## src/rtl/ms_spi_line_reader_pkg.sv

```systemverilog
// Shared definitions for the SPI XIP line reader: command byte, address
// width, FSM state encoding and the word byte-order helper.
package ms_spi_pkg;

    localparam int         ADDR_W   = 24;
    localparam logic [7:0] CMD_READ = 8'h03;

    typedef enum logic [1:0] {
        IDLE  = 2'd0,
        SEL   = 2'd1,
        SHIFT = 2'd2,
        DESEL = 2'd3
    } state_t;

    // Bytes arrive MSB-first into a shift register, so the first byte ends
    // up in [31:24]; the cache wants it in [7:0] (little-endian words).
    function automatic logic [31:0] byte_swap32(input logic [31:0] w);
        return {w[7:0], w[15:8], w[23:16], w[31:24]};
    endfunction

endpackage

```

## src/rtl/ms_spi_line_reader_if.sv

```systemverilog
// Bundle of the cache-side request/response signals and the flash pins.
//
// Handshake: a request is taken on a rising HCLK edge where req=1 and
// busy=0; req while busy=1 is dropped, not queued. Words come back on
// rvalid with no back-pressure (the consumer must take every pulse);
// done pulses together with the last rvalid of the line.
interface ms_spi_line_reader_if;
    import ms_spi_pkg::*;

    logic              req;
    logic [ADDR_W-1:0] addr;
    logic              busy;
    logic [31:0]       rdata;
    logic              rvalid;
    logic              done;
    logic              sck;
    logic              ce_n;
    logic              mosi;
    logic              miso;

    // Cache controller plus flash device side.
    modport master (
        output req, addr, miso,
        input  busy, rdata, rvalid, done, sck, ce_n, mosi
    );

    // Line reader side.
    modport slave (
        input  req, addr, miso,
        output busy, rdata, rvalid, done, sck, ce_n, mosi
    );

endinterface

```

## src/rtl/ms_spi_line_reader_shifter.sv

```systemverilog
// TX/RX shift registers and the SCK phase toggle. While run=1 every HCLK
// edge alternates: raise sck and sample miso, then lower sck and present
// the next mosi bit. Zeros shift in behind the command, so mosi is 0 for
// the data phase without extra gating.
module ms_spi_shifter (
    input  logic        clk,
    input  logic        rst_n,
    input  logic        load,
    input  logic [31:0] load_val,
    input  logic        run,
    input  logic        miso,
    output logic        sck,
    output logic        mosi,
    output logic [31:0] rx_word
);

    logic [31:0] tx_q;

    // Load the command word, then toggle sck and shift on alternate edges.
    always_ff @(posedge clk or negedge rst_n) begin
        if (!rst_n) begin
            tx_q    <= '0;
            rx_word <= '0;
            sck     <= 1'b0;
            mosi    <= 1'b0;
        end else if (load) begin
            tx_q <= load_val;
            mosi <= load_val[31];
            sck  <= 1'b0;
        end else if (run) begin
            if (!sck) begin
                sck     <= 1'b1;
                rx_word <= {rx_word[30:0], miso};
            end else begin
                sck  <= 1'b0;
                tx_q <= {tx_q[30:0], 1'b0};
                mosi <= tx_q[30];
            end
        end
    end

endmodule

```

## src/rtl/ms_spi_line_reader.sv

```systemverilog
// SPI flash line reader: issues Read (0x03) + 24-bit line-aligned address
// and returns LINE_WORDS little-endian 32-bit words, then holds CE# high
// for at least CEH_CYCLES before accepting the next request.
module ms_spi_line_reader
    import ms_spi_pkg::*;
#(
    parameter int LINE_WORDS = 4,
    parameter int CEH_CYCLES = 2
) (
    input  logic                 HCLK,
    input  logic                 HRESETn,
    ms_spi_line_reader_if.slave  bus,
    output state_t               state
);

    localparam int TOTAL_BITS = 32 + 32 * LINE_WORDS;
    localparam int CNT_W      = $clog2(TOTAL_BITS);
    localparam int DESEL_W    = $clog2(CEH_CYCLES + 1);

    localparam logic [CNT_W-1:0]   LAST_BIT   = CNT_W'(TOTAL_BITS - 1);
    localparam logic [CNT_W-1:0]   FIRST_DATA = CNT_W'(32);
    localparam logic [DESEL_W-1:0] DESEL_LAST = DESEL_W'(CEH_CYCLES);
    localparam logic [ADDR_W-1:0]  LINE_MASK  = ADDR_W'(LINE_WORDS * 4 - 1);

    state_t             state_q;
    state_t             state_d;
    logic [CNT_W-1:0]   bit_cnt;
    logic [DESEL_W-1:0] desel_cnt;
    logic [ADDR_W-1:0]  line_addr;
    logic               accept;
    logic               run;
    logic               fall;
    logic               last_bit;
    logic               word_end;
    logic               desel_end;
    logic               sck_int;
    logic               mosi_int;
    logic [31:0]        rx_word;

    assign line_addr = bus.addr & ~LINE_MASK;
    assign accept    = (state_q == IDLE) && bus.req;
    assign run       = (state_q == SHIFT);
    // The edge that lowers sck closes one bit period.
    assign fall      = run && sck_int;
    assign last_bit  = (bit_cnt == LAST_BIT);
    // Closing the 32nd bit of any data word (bits 63, 95, ...).
    assign word_end  = fall && (bit_cnt >= FIRST_DATA) && (bit_cnt[4:0] == 5'h1f);
    assign desel_end = (state_q == DESEL) && (desel_cnt == DESEL_LAST);

    ms_spi_shifter u_shifter (
        .clk      (HCLK),
        .rst_n    (HRESETn),
        .load     (accept),
        .load_val ({CMD_READ, line_addr}),
        .run      (run),
        .miso     (bus.miso),
        .sck      (sck_int),
        .mosi     (mosi_int),
        .rx_word  (rx_word)
    );

    assign bus.sck  = sck_int;
    assign bus.mosi = mosi_int;
    assign state    = state_q;

    // State register.
    always_ff @(posedge HCLK or negedge HRESETn) begin
        if (!HRESETn) state_q <= IDLE;
        else          state_q <= state_d;
    end

    // Next-state: IDLE -> SEL -> SHIFT -> DESEL -> IDLE.
    always_comb begin
        state_d = state_q;
        unique case (state_q)
            IDLE:    if (bus.req)           state_d = SEL;
            SEL:                            state_d = SHIFT;
            SHIFT:   if (fall && last_bit)  state_d = DESEL;
            DESEL:   if (desel_end)         state_d = IDLE;
            default:                        state_d = IDLE;
        endcase
    end

    // Bit/deselect counters, chip enable, busy and the word outputs.
    always_ff @(posedge HCLK or negedge HRESETn) begin
        if (!HRESETn) begin
            bit_cnt    <= '0;
            desel_cnt  <= '0;
            bus.busy   <= 1'b0;
            bus.ce_n   <= 1'b1;
            bus.rvalid <= 1'b0;
            bus.done   <= 1'b0;
            bus.rdata  <= '0;
        end else begin
            bus.rvalid <= word_end;
            bus.done   <= word_end && last_bit;
            if (word_end) bus.rdata <= byte_swap32(rx_word);

            if (accept) begin
                bit_cnt  <= '0;
                bus.busy <= 1'b1;
                bus.ce_n <= 1'b0;
            end else if (fall) begin
                bit_cnt <= bit_cnt + CNT_W'(1);
            end

            // First DESEL cycle still has ce_n low with sck already at 0;
            // ce_n rises on the next edge and is then held for CEH_CYCLES.
            if (state_q == DESEL) begin
                bus.ce_n  <= 1'b1;
                desel_cnt <= desel_cnt + DESEL_W'(1);
            end else begin
                desel_cnt <= '0;
            end

            if (desel_end) bus.busy <= 1'b0;
        end
    end

endmodule

```

## src/flat_wrapper.sv

```systemverilog
// flat-port wrapper written by rule: the top's interface ports become plain ports
module ms_spi_line_reader_flat import ms_spi_pkg::*;
#(
    parameter int LINE_WORDS = 4,
    parameter int CEH_CYCLES = 2
)
  (HCLK, HRESETn, state, bus_req, bus_addr, bus_miso, bus_busy, bus_rdata, bus_rvalid, bus_done, bus_sck, bus_ce_n, bus_mosi);
  ms_spi_line_reader_if bus_i ();
  input  logic HCLK;
  input  logic HRESETn;
  output state_t state;
  input wire logic [$bits(bus_i.req)-1:0] bus_req;
  input wire logic [$bits(bus_i.addr)-1:0] bus_addr;
  input wire logic [$bits(bus_i.miso)-1:0] bus_miso;
  output wire logic [$bits(bus_i.busy)-1:0] bus_busy;
  output wire logic [$bits(bus_i.rdata)-1:0] bus_rdata;
  output wire logic [$bits(bus_i.rvalid)-1:0] bus_rvalid;
  output wire logic [$bits(bus_i.done)-1:0] bus_done;
  output wire logic [$bits(bus_i.sck)-1:0] bus_sck;
  output wire logic [$bits(bus_i.ce_n)-1:0] bus_ce_n;
  output wire logic [$bits(bus_i.mosi)-1:0] bus_mosi;
  assign bus_i.req = bus_req;
  assign bus_i.addr = bus_addr;
  assign bus_i.miso = bus_miso;
  assign bus_busy = bus_i.busy;
  assign bus_rdata = bus_i.rdata;
  assign bus_rvalid = bus_i.rvalid;
  assign bus_done = bus_i.done;
  assign bus_sck = bus_i.sck;
  assign bus_ce_n = bus_i.ce_n;
  assign bus_mosi = bus_i.mosi;
  ms_spi_line_reader #(.LINE_WORDS(LINE_WORDS), .CEH_CYCLES(CEH_CYCLES)) u_core (.HCLK(HCLK), .HRESETn(HRESETn), .bus(bus_i), .state(state));
endmodule
```

## config.mk

```make
export PLATFORM = sky130hd
export DESIGN_NAME = ms_spi_line_reader_flat
export DESIGN_NICKNAME = d
export VERILOG_FILES = /design/src/rtl/ms_spi_line_reader_pkg.sv /design/src/rtl/ms_spi_line_reader_if.sv /design/src/rtl/ms_spi_line_reader_shifter.sv /design/src/rtl/ms_spi_line_reader.sv /design/src/flat_wrapper.sv
export SDC_FILE = /design/constraint.sdc
export NUM_CORES = 1
export LEC_CHECK = 0
export ABC_AREA = 1
export BUFFER_PORTS_ARGS = -buffer_cell sky130_fd_sc_hd__buf_2
export CAP_MARGIN = 20
export CELL_PAD_IN_SITES_DETAIL_PLACEMENT = 0
export CELL_PAD_IN_SITES_GLOBAL_PLACEMENT = 1
export CORE_AREA = 3 3 113 115
export DETAILED_ROUTE_END_ITERATION = 10
export DIE_AREA = 0 0 116 118
export PLACE_DENSITY_LB_ADDON = 0.1
export SLEW_MARGIN = 0
export SYNTH_ARGS = -nofsm -noshare
export SYNTH_HDL_FRONTEND = slang
export SYNTH_SLANG_ARGS = --single-unit
```

## constraint.sdc

```tcl
create_clock -name HCLK -period 1.53 [get_ports HCLK]
set_clock_uncertainty 0.05 [all_clocks]
set_input_delay 0.2295 -clock HCLK [delete_from_list [all_inputs] [get_ports HCLK]]
set_output_delay 0.2295 -clock HCLK [all_outputs]
set_load 0.05 [all_outputs]
```

==> impl_metrics.py, run 1 <==
metrics = {
    "run_status": {
        "run_status": "finished, violations left",
        "violations": "negative setup slack",
    },
    "floorplanning": {
        "floorplan.die.width_um": 116,
        "dieHeight_um": 118,
        "rows": 40,
        "floorplan.die_area_um2": 13700,
        "placeableCoreArea_um2": 11900,
        "boundaryPins": 68,
        "starting_density": 0.384,
    },
    "route": {
        "initialDrtViolationCount": 165,
        "wl_met3_um": 346,
        "drt_pre_antenna_iters": 6,
        "dr.max_layer_used": "met4",
        "num_vias": 3487,
        "wl_met2_um": 5090,
        "drcViolationCount": 0,
        "avgRoutedWirePerCell_um": 14.0,
        "route.layer.met1.wl_um": 4700,
        "drt-vias-per-instance": 4.73,
        "wl_um": 10300,
        "antenna_violating_nets_post_route": 0,
    },
    "place": {
        "dpl.hpwl_um": 6390,
        "place.detailed.instances": 701,
        "dpl_cell_area_um2": 5320,
        "io_buffers": 63,
        "gp_congestion": 0.727,
    },
    "logic_synthesis": {
        "synth_seq_cells": 109,
        "synth_enable_flop_cells": 0,
        "post_synth_inst_count": 480,
        "synth-warning-count": 0,
        "netlist-cell-type-count": 27,
        "yosysSeqAreaShare": 0.597,
        "yosysMostFrequentCell": "nand2_1",
        "synthesis.nets": 516,
        "synth_top_area_share": 0.591,
        "ys_top_cells_by_area": "dfrtp_1 (59%), nand2_1 (11%), o21ai_2 (5.9%), nand3_1 (5.6%), o21ai_0 (4.5%)",
        "synth_commonest_cells": "nand2_1 (136), dfrtp_1 (108), nand3_1 (51)",
        "mappedNetlistArea_um2": 4570,
        "synthFlopType": "dfrtp_1",
        "asyncSetResetFlopFracSynth": 1.00,
        "synth.avg_cell_area_um2": 9.53,
        "synth_top_cell_by_area": "dfrtp_1",
    },
    "grt": {
        "grt_start_max_net_pins": 31,
        "via_count_of_the_first_global_routing_pass": 3382,
        "wire_length_of_the_first_global_routing_pass_um": 16300,
        "number_of_antenna_violations_at_the_first_check_in_global_routing": 0,
        "globalRouteOverflowTotal": 0,
        "global_route.usage.total": 0.149,
    },
    "critical_path": {
        "start_kind": "flip-flop",
        "cp_endpoint_kind": "flip-flop",
        "timing.setup.critical_path_class": "reg2reg",
        "worstPathMaxFanout": 7,
        "required_ps": 1720,
        "worst_ep_arrival_time_ps": 1760,
    },
    "layout": {
        "finish.instance_area_um2": 6230,
        "synthToLayoutAreaGrowth_pct": 36.2,
        "n_antenna_cell": 0,
        "final_cells": 737,
        "final_core_util": 0.523,
        "nets_finish": 621,
        "layout-drive-gt1-share": 0.359,
    },
    "timing": {
        "setup_viol_count_final": 28,
        "timing_max_transition_violations_final": 0,
        "worstMarginPinSlew_ps": 403,
        "fmaxAchievable_mhz": 638,
        "rsz0062_at_grt": "true",
        "max_slew_margin": 0.732,
        "min_period_over_period": 1.02,
        "fin_crit_ps": 1570,
        "final_hold_viol_count": 0,
        "final_critical_path_setup_slack_ps": -36.9,
    },
    "run": {
        "maxCapViolations": 0,
    },
    "power_and_ir_drop": {
        "finalPower_w": 0.00910,
        "vdd_drop_max_mv": 0.627,
        "static-leakage-power_nw": 3.04,
        "pwr_density_cell_nw_per_um2": 1460,
    },
    "min_path": {
        "holdCritPathClass": "in2reg",
    },
    "clock_tree": {
        "clock_insertion_delay_worst_skew_ps": 350,
        "cts-htree-levels": 3,
        "ctsLongestPathBuffers": 2,
        "cts-buffers-inserted": 9,
        "tritoncts": "yes",
        "clock_tree.root_cell": "clkbuf_16",
        "clock_sinks": 109,
        "cts.clk_slew.worst_paths_ps": 70,
    },
}
what timing repair did:
| item | CTS | global route |
|---|---|---|
| gates resized for setup | 15 | 51 |
| endpoints found under the setup margin | 53 | 80 |
| cloned | 3 | 10 |
| hold endpoints to repair | 23 | 0 |
| hold buffers | 1 | 0 |
| pin swaps | 3 | 5 |
| setup buffers | 3 | 3 |
metal layers:
layer | track usage | vias up
met5 | 0 | -
met1 | 0.197 | 1680
met3 | 0.0360 | 11
li1 | - | 1748
met2 | 0.238 | 48
met4 | 0.0500 | 0
through the flow:
step	setup TNS (ps)	setup WS, ps	hold WS (ps)
floorplan	-3270	-59.1	-116
CTS	-526	-45.3	31.3
global route	-2770	-108	40.4
detailed placement	-2370	-89.5	142
global placement	-1360	-59.1	140
finish	-581	-36.9	43.2
worst paths after layout:
check	endpoint	cells past startpoint	startpoint	slack, ps
worst max register to register	u_core.bus.rdata[25]$_DFFE_PN0P_	9	u_core.state[0]$_DFFE_PN0P_	-40
min in group asynchronous	u_core.u_shifter.rx_word[14]$_DFFE_PN0P_	2	HRESETn	290
worst max-delay path	u_core.bus.rdata[25]$_DFFE_PN0P_	9	u_core.state[0]$_DFFE_PN0P_	-40
worst min register to register	u_core.desel_cnt[0]$_DFF_PN0_	1	u_core.desel_cnt[0]$_DFF_PN0_	390
max in group asynchronous	u_core.bus.ce_n$_DFFE_PN1P_	3	HRESETn	580
worst min-delay path	u_core.u_shifter.tx_q[11]$_DFFE_PN0P_	3	bus_addr[11]	40
cells by family (layout without fill, tap and decap cells):
family                     after synthesis  count (layout)  share of synthesized area
and+or+nand+nor                        208             208                      0.192
AOI/OAI and AO/OA                       81              81                      0.117
DFF                                    109             109                      0.597
buffers and inverters                   74             184                     0.0730
adders and majority gates                8               8                     0.0219
power breakdown:
| part | switching, W | internal [W] |
|---|---|---|
| Clock | 0.00109 | 0.00133 |
| Sequential | 0.000293 | 0.00343 |
| Combinational | 0.00172 | 0.00124 |
| Total | 0.00310 | 0.00600 |
area by class of cell:
type	instances	area, um^2
Inverter	52	213
Multi-Input combinational cell	297	1720
Tap cell	147	184
Timing Repair Buffer	116	1070
Clock inverter	6	70.1
Clock buffer	10	239
Fill cell	1127	5680
Sequential cell	109	2730
cells in the final DEF, fill, tap and decap left out, types with 7 or more instances in the layout:
master     Yosys  routed
buf_12         0       9
buf_2          5      62
o21ai_1        0       7
clkbuf_16      0      17
nand2_2        3      15
inv_1         49      45
nor2_1        14      12
nand2_4        0      13
o21ai_2       31      31
nand3_1       51      50
dfrtp_1      108     106
nand2_1      136     110
buf_4          1      28
o21ai_0       41      34
registers in the layout, summed over array words and instances (netlist names):
| register | count |
|---|---|
| u_core.bus.rdata | 32 |
| u_core.u_shifter.rx_word | 32 |
| u_core.u_shifter.tx_q | 27 |
| u_core.bit_cnt | 8 |
| u_core.desel_cnt | 2 |
| u_core.state | 2 |
| u_core.bus.busy | 1 |
| u_core.bus.ce_n | 1 |
| u_core.bus.done | 1 |
| u_core.bus.rvalid | 1 |
| u_core.u_shifter.mosi | 1 |
| u_core.u_shifter.sck | 1 |
worst max-delay path: stages (launching register included):
cell	delay [ps]
dfrtp_2	430
inv_4	90
ha_4	150
nand2_4	90
clkinv_4	90
nand3_4	120
buf_12	180
clkbuf_16	160
nand2_2	60
o21ai_2	50
Power figures use the tool's default switching activity.
==> run 2, diff against run 1 <==
Settings changed: CORE_AREA 3 3 113 115 to 3 3 110 112, CTS_BUF_LIST set to sky130_fd_sc_hd__clkbuf_8, DIE_AREA 0 0 116 118 to 0 0 113 115.
==> impl_metrics.py, run 2 (synthesis gave the netlist of run 1 again) <==
metrics = {
    "clock_tree": {
        "tritoncts": "yes",
        "cts.clk_slew.worst_paths_ps": 100,
        "ctsLongestPathBuffers": 2,
        "cts-htree-levels": 3,
        "cts-buffers-inserted": 9,
        "clock_insertion_delay_worst_skew_ps": 380,
        "clock_sinks": 109,
        "clock_tree.root_cell": "clkbuf_8",
    },
    "min_path": {
        "hold_path_startpoint": "bus_addr[14]",
        "min_delay_worst_endpoint": "u_core.u_shifter.tx_q[14]$_DFFE_PN0P_",
        "holdCritPathClass": "in2reg",
        "worstHoldPathCells": 3,
    },
    "floorplanning": {
        "floorplan.die.width_um": 113,
        "rows": 39,
        "floorplan.die_area_um2": 13000,
        "placeableCoreArea_um2": 11300,
        "starting_density": 0.404,
        "dieHeight_um": 115,
        "boundaryPins": 68,
    },
    "timing": {
        "min_period_over_period": 0.993,
        "fin_crit_ps": 1520,
        "max_slew_margin": 0.783,
        "worstMarginPinSlew_ps": 325,
        "fmaxAchievable_mhz": 658,
        "totalNegativeSetupSlack_ps": 0,
        "timing_max_transition_violations_final": 0,
        "rsz0062_at_grt": "true",
        "setup_viol_count_final": 0,
        "final_hold_viol_count": 0,
    },
    "place": {
        "dpl.hpwl_um": 6100,
        "dpl_cell_area_um2": 5260,
        "io_buffers": 63,
        "gp_congestion": 0.771,
    },
    "grt": {
        "grtUsageMet1": 0.217,
        "busiest_layer": "met2",
        "number_of_antenna_violations_at_the_first_check_in_global_routing": 0,
        "gr_layer_usage_met3": 0.0516,
        "wire_length_of_the_first_global_routing_pass_um": 16500,
        "use_met2": 0.241,
        "grt_start_max_net_pins": 60,
        "global_route.usage.total": 0.157,
        "globalRouteOverflowTotal": 0,
        "via_count_of_the_first_global_routing_pass": 3401,
    },
    "power_and_ir_drop": {
        "static-leakage-power_nw": 2.89,
        "vdd_drop_max_mv": 0.834,
        "pwr_density_cell_nw_per_um2": 1440,
        "finalPower_w": 0.00865,
    },
    "route": {
        "drt-vias-per-instance": 4.84,
        "wl_um": 10300,
        "drcViolationCount": 0,
        "antenna_violating_nets_post_route": 0,
        "drt_pre_antenna_iters": 4,
        "initialDrtViolationCount": 172,
        "avgRoutedWirePerCell_um": 14.2,
        "num_vias": 3530,
    },
    "critical_path": {
        "worstPathMaxFanout": 13,
        "r2r-end": "u_core.u_shifter.rx_word[9]$_DFFE_PN0P_",
        "worst-r2r-setup-slack_ps": 10,
        "timing.setup.critical_path_class": "reg2reg",
        "crit-reg2reg-launch": "u_core.state[0]$_DFFE_PN0P_",
        "cp_endpoint_kind": "flip-flop",
        "worstRegToRegCells": 7,
        "required_ps": 1750,
        "worst_ep_arrival_time_ps": 1740,
        "start_kind": "flip-flop",
    },
    "layout": {
        "nets_finish": 617,
        "layout-drive-gt1-share": 0.384,
        "final_common_cell": "dfrtp_1",
        "n_antenna_cell": 0,
        "largest_registers_ranked_by_flip_flop_count": "u_core.bus.rdata (32), u_core.u_shifter.rx_word (32), u_core.u_shifter.tx_q (27)",
        "finish.instance_area_um2": 6020,
        "layout.cells.most_common_list": "dfrtp_1 (105), nand2_1 (98), buf_2 (61)",
        "synthToLayoutAreaGrowth_pct": 31.7,
    },
    "run_status": {
        "run_status": "complete, no violations",
    },
    "run": {
        "maxCapViolations": 0,
    },
}
[run 2: repair_timing]
action | CTS | global route
pin swaps | 2 | 6
cloned | 1 | 9
hold buffers | 8 | 0
setup endpoints to repair | 59 | 82
resized for setup | 9 | 96
hold endpoints to repair | 91 | 0
setup buffers | 7 | 5
[run 2: routing by layer]
metal / routed length, um / vias up
met2: 4840 / 63
li1: - / 1729
met1: 4930 / 1734
met4: 64 / 0
met3: 506 / 4
met5: 0 / -
[run 2: how the worst max path moves through the flow]
stage,end,start,slack [ps]
global route,u_core.bus.rdata[6]$_DFFE_PN0P_,u_core.bit_cnt[0]$_DFFE_PN0P_,-60
finish,u_core.u_shifter.rx_word[9]$_DFFE_PN0P_,u_core.state[0]$_DFFE_PN0P_,10
detailed placement,u_core.bus.rdata[17]$_DFFE_PN0P_,u_core.bit_cnt[0]$_DFFE_PN0P_,-100
CTS,u_core.bus.rdata[13]$_DFFE_PN0P_,u_core.bit_cnt[1]$_DFFE_PN0P_,-7
floorplan,u_core.bus.rdata[24]$_DFFE_PN0P_,u_core.state[0]$_DFFE_PN0P_,-60
global placement,u_core.bus.rdata[28]$_DFFE_PN0P_,u_core.bit_cnt[0]$_DFFE_PN0P_,-70
[run 2: critical path, stage by stage (launching register included)]
cell and delay [ps]:
dfrtp_2 440, inv_4 90, ha_4 170, buf_6 140
nand3_4 170, clkbuf_16 240, nand2_1 50, o21ai_1 60
[run 2: layout make-up]
| cell class | count | area, um^2 |
|---|---|---|
| clock buffers | 9 | 124 |
| clock inverters | 7 | 72.6 |
| fillers | 1090 | 5300 |
| inverters | 52 | 210 |
| multi-input cells | 298 | 1800 |
| flip-flops and latches | 109 | 2730 |
| well taps | 143 | 179 |
| repair buffers | 111 | 906 |
[run 2: where the power goes]
part	switching [W]	internal [W]	total (W)
combinational	0.00186	0.00126	0.00313
sequential	0.000330	0.00343	0.00376
clock	0.00100	0.000763	0.00177
total	0.00320	0.00546	0.00865
[run 2: per-stage QoR]
stage / util / setup WS (ps) / cells / hold slack, ps
floorplan: - / -59.1 / 480 / -116
global placement: 0.464 / -74.9 / 686 / 70.3
detailed placement: 0.464 / -105 / 686 / 68.1
CTS: 0.499 / -7.20 / 718 / 0.0285
global route: 0.532 / -56.0 / 729 / 0.0277
finish: 0.532 / 10.4 / 729 / 20.3
